===== src/rtl/rf_writeback_queue.sv =====
// rf_writeback_queue: arbitrates ALU and load results into an in-order FIFO
// that drains one write per cycle to the register file and exports a pending-write mask.
module rf_writeback_queue #(
    parameter int DEPTH  = 4,
    parameter int DATA_W = 32,
    parameter int ADDR_W = 4
) (
    input  logic                     iClk,
    input  logic                     iRst,
    input  logic                     iMemValid,
    output logic                     oMemReady,
    input  logic [ADDR_W-1:0]        iMemAddr,
    input  logic [DATA_W-1:0]        iMemData,
    input  logic                     iAluValid,
    output logic                     oAluReady,
    input  logic [ADDR_W-1:0]        iAluAddr,
    input  logic [DATA_W-1:0]        iAluData,
    input  logic                     iHold,
    output logic                     oWrite,
    output logic [ADDR_W-1:0]        oAddrC,
    output logic [DATA_W-1:0]        oRegC,
    output logic [2**ADDR_W-1:0]     oBusy,
    output logic [$clog2(DEPTH):0]   oCount
);
    localparam int PW = $clog2(DEPTH);
    localparam int CW = PW + 1;

    logic [CW-1:0]     count_q, count_d;
    logic [PW-1:0]     rd_q, rd_d, wr_q, wr_d, off;
    logic [ADDR_W-1:0] addr_q [DEPTH];
    logic [DATA_W-1:0] data_q [DEPTH];
    logic              full, empty, mem_acc, alu_acc, push, pop;
    logic [ADDR_W-1:0] push_addr;
    logic [DATA_W-1:0] push_data;

    assign full      = count_q == CW'(DEPTH);
    assign empty     = count_q == '0;
    assign oMemReady = !full;
    assign oAluReady = !full && !iMemValid;
    assign mem_acc   = iMemValid && oMemReady;
    assign alu_acc   = iAluValid && oAluReady;
    assign push_addr = mem_acc ? iMemAddr : iAluAddr;
    assign push_data = mem_acc ? iMemData : iAluData;
    // r0 writes complete their handshake but are dropped here
    assign push      = (mem_acc || alu_acc) && push_addr != '0;
    assign pop       = !empty && !iHold;
    assign oWrite    = pop;
    assign oAddrC    = empty ? '0 : addr_q[rd_q];
    assign oRegC     = empty ? '0 : data_q[rd_q];
    assign oCount    = count_q;
    assign count_d   = count_q + CW'(push) - CW'(pop);
    assign rd_d      = rd_q + PW'(pop);
    assign wr_d      = wr_q + PW'(push);

    // entry i is live when its distance from the head is below count
    always_comb begin
        oBusy = '0;
        off   = '0;
        for (int i = 0; i < DEPTH; i++) begin
            off = PW'(i) - rd_q;
            if ({1'b0, off} < count_q) oBusy[addr_q[i]] = 1'b1;
        end
        oBusy[0] = 1'b0;
    end

    always_ff @(posedge iClk) begin
        if (iRst) begin
            count_q <= '0;
            rd_q    <= '0;
            wr_q    <= '0;
        end else begin
            count_q <= count_d;
            rd_q    <= rd_d;
            wr_q    <= wr_d;
        end
    end

    always_ff @(posedge iClk) begin
        if (push) begin
            addr_q[wr_q] <= push_addr;
            data_q[wr_q] <= push_data;
        end
    end
endmodule

===== config.mk =====
export PLATFORM = sky130hd
export DESIGN_NAME = rf_writeback_queue
export DESIGN_NICKNAME = d
export VERILOG_FILES = /design/src/rtl/rf_writeback_queue.sv
export SDC_FILE = /design/constraint.sdc
export NUM_CORES = 1
export LEC_CHECK = 0
export CELL_PAD_IN_SITES_DETAIL_PLACEMENT = 1
export CELL_PAD_IN_SITES_GLOBAL_PLACEMENT = 2
export CORE_MARGIN = 2
export CORE_UTILIZATION = 41
export DETAILED_ROUTE_END_ITERATION = 10
export PLACE_DENSITY_LB_ADDON = 0.1
export RECOVER_POWER = 100
export REMOVE_ABC_BUFFERS = 1
export SYNTH_ARGS = -nofsm -noshare
export SYNTH_HDL_FRONTEND = slang
export SYNTH_SLANG_ARGS = --single-unit

===== constraint.sdc =====
create_clock -name iClk -period 13.1 [get_ports iClk]
set_clock_uncertainty 0.05 [all_clocks]
set_input_delay 2.62 -clock iClk [delete_from_list [all_inputs] [get_ports iClk]]
set_output_delay 2.62 -clock iClk [all_outputs]
set_load 0.05 [all_outputs]

==> results.sh <==
export IMPL_maxCapViolCount=6
export IMPL_grt_pass1_vias=4550
export IMPL_synthToLayoutAreaGrowth_pct=29.3
export IMPL_cts_tree="yes"
export IMPL_rsz0062_at_grt="false"
export IMPL_yosysSeqAreaShare_pct=62.0
export IMPL_drv_slew=228
export IMPL_synthCells=423
export IMPL_firstDrtPassIters=4
export IMPL_place_area_sq_mm=0.00877
export IMPL_crit_chain="xnor2_1 > ha_1 > and2b_1 > a2111oi_2 > a22oi_1 > o211ai_1 > dlygate4sd3_1"
export IMPL_dpl_cell_count=771
export IMPL_drtAntennaViolNets=0
export IMPL_htreeDepth=4
export IMPL_fp_dieH_um=136
export IMPL_grt_max_degree=43
export IMPL_powerDensity_mw_per_mm2=229
export IMPL_insertion_delay_ns=0.41
export IMPL_cpPeakStageDelay_ns=2.27
export IMPL_via_count=4306
export IMPL_hp_class="flip-flop to flip-flop"
export IMPL_violations="capacitance limit, slew limit"
export IMPL_cts_resized=0
export IMPL_overflow=0
export IMPL_critPathKind="flip-flop to output pin"
export IMPL_finalHoldViolCount=0
export IMPL_start_kind="flip-flop"
export IMPL_critPathSlowestCell="dfxtp_1"
export IMPL_final_setup_viol_count=0
export IMPL_worstPathArrival_ns=5.40
export IMPL_antenna_found_initial=0
export IMPL_fin_crit_sh_pct=61.6
export IMPL_synth_xor_area_share_pct=0.608
export IMPL_nets=651
export IMPL_ys_types=46
export IMPL_root_buffer="clkbuf_16"
export IMPL_r2r_setup_slack_ns=9.37
export IMPL_drc=0
export IMPL_yosys_warnings=0
export IMPL_cts_sinks=151
export IMPL_synth_fa_ha_area_share_pct=1.67
export IMPL_required_ns=10.43
export IMPL_grtUsageTotal_pct=18.9
export IMPL_syn_mean_instance_area_sq_um=17.0
export IMPL_numPortBuffers=133
export IMPL_finalNonFillerCells=803
export IMPL_end_kind="output pin"
export IMPL_fin_tns_setup_ns=0
export IMPL_peakVddDrop_uv=107
export IMPL_grt_pass1_wl_mm=25.8
export IMPL_synthMuxAreaShare_pct=16.9
export IMPL_holdBufCountCts=0
export IMPL_routedWlPerCell_um=20.6
export IMPL_clk_pin_slew_ns=0.06
export IMPL_rows=48
export IMPL_critical_path_top_delay_family="flip-flops"
export IMPL_crit_fanout=42
export IMPL_tightest_slew_ns=2.88
export IMPL_vias_per_cell=5.36
export IMPL_num_io_pins=135
export IMPL_die_area_sq_mm=0.0186
export IMPL_n_antenna_cell=0
export IMPL_die_w_um=136
export IMPL_start_util_pct=41.8
export IMPL_fin_crit_ns=8.07
export IMPL_final_area_sq_mm=0.00931
export IMPL_cp_num_buf_inv=1
export IMPL_final_layout_size_suffix_gt1_share_pct=16.3
export IMPL_drt_wl_total_mm=16.5
export IMPL_status="complete, but fails checks"
export IMPL_drtIter0Drc=187
export IMPL_cts_buffers_inserted=17
export IMPL_postCtsSetupBuffers=0
export IMPL_clock_path_buffers=2
export IMPL_ys_ff_latch=151
export IMPL_gp_congestion=0.845
export IMPL_synth_top_family_by_area="multiplexers"
export IMPL_dp_hpwl_mm=10.7
export IMPL_power_leakage_uw=0.00308
export IMPL_maxSlewHeadroom_pct=-92.1
export IMPL_core_sq_mm=0.0172
export IMPL_synth_compound_area_share_pct=7.37
export IMPL_synth_simple_area_share_pct=8.99
export IMPL_max_freq_mhz=124
export IMPL_syn_area_sq_mm=0.00720
## synthesized netlist by cell type (all sizes together)
library cell,count,share of area [%]
a2111oi,12,3.7
a211oi,1,0.10
a21oi,6,0.42
a22oi,14,1.5
and2,3,0.26
and2b,2,0.23
buf,11,1.4
clkbuf,5,0.26
conb,1,0.052
dfxtp,7,1.9
edfxtp,144,60
fa,1,0.28
ha,8,1.4
inv,13,0.68
mux2,36,5.6
mux4,36,11
nand2,18,1.1
nand2b,5,0.54
nand3,8,0.56
nand3b,3,0.31
nor2,10,0.52
nor2b,49,4.4
nor3,2,0.21
nor3b,2,0.21
nor4,3,0.26
o211ai,8,0.83
o21ai,1,0.069
o21bai,1,0.16
o221ai,3,0.37
o41ai,2,0.24
or2,1,0.087
or3b,1,0.12
or4b,1,0.14
xnor2,5,0.61
## logic make-up after synthesis
group / after synthesis
compound gates: 48
xor+xnor: 5
fa+ha+maj: 9
buf+inv: 29
flops: 151
mux: 72
other cells: 1
simple gates: 108
## tightest hold or removal path, cell delays in order, from the launching register on
cell     delay [ns]
dfxtp_1        0.35
xnor2_1        0.14
nor2_1         0.04
## area by class of cell
cell class / instances / area (sq um)
Inverter: 13 / 48.8
Clock buffer: 17 / 425
Multi-Input combinational cell: 243 / 2570
Timing Repair Buffer: 139 / 1360
Clock inverter: 15 / 159
Fill cell: 1617 / 7930
Sequential cell: 151 / 4470
Tap cell: 225 / 282
## cell usage in the layout, fill, tap and decap left out, drive strengths merged, types with 14 or more instances in the layout
| master | Yosys | routed |
|---|---|---|
| a22oi | 14 | 14 |
| clkbuf | 5 | 21 |
| clkdlybuf4s50 | 0 | 74 |
| dlygate4sd3 | 0 | 59 |
| edfxtp | 144 | 144 |
| inv | 13 | 22 |
| mux2 | 36 | 36 |
| mux4 | 36 | 36 |
| nand2 | 18 | 18 |
| nor2b | 49 | 49 |
## state kept, by name (all words and copies together), names as in the netlist
signal and count:
addr_q 16, data_q 128, oCount 3, rd_q 2, wr_q 2
## worst paths after layout
check,from,to,depth (start not counted)
worst min register to register,wr_q[1]$_SDFF_PP0_,wr_q[1]$_SDFF_PP0_,2
worst max register to register,oCount[0]$_SDFF_PP0_,data_q[1][13]$_DFFE_PP_,5
worst max-delay path,rd_q[0]$_SDFF_PP0_,oBusy[12],7
worst min-delay path,wr_q[1]$_SDFF_PP0_,wr_q[1]$_SDFF_PP0_,2
## per-layer routing
layer	part of all wire, %	vias to the layer above	GRT usage [%]
li1	-	1974	-
met1	43	2221	24.4
met2	53	104	32.3
met3	3.7	7	3.67
met4	0.88	0	6.13
met5	0	-	0
## power by group
part / switching, uW / internal [uW]
Sequential: 72.9 / 638
Combinational: 594 / 346
Clock: 208 / 270
Total: 875 / 1250
## through the flow
step	hold WS, ns	util (%)	setup slack (ns)	power [uW]
floorplan	0.479	-	6.83	1380
global placement	0.511	50.9	6.36	1690
detailed placement	0.537	50.9	6.32	1710
CTS	0.543	54.2	6.32	2190
global route	0.582	54.0	4.42	2230
finish	0.517	54.0	5.03	2130
No activity file was read; power rests on OpenSTA's default activity.
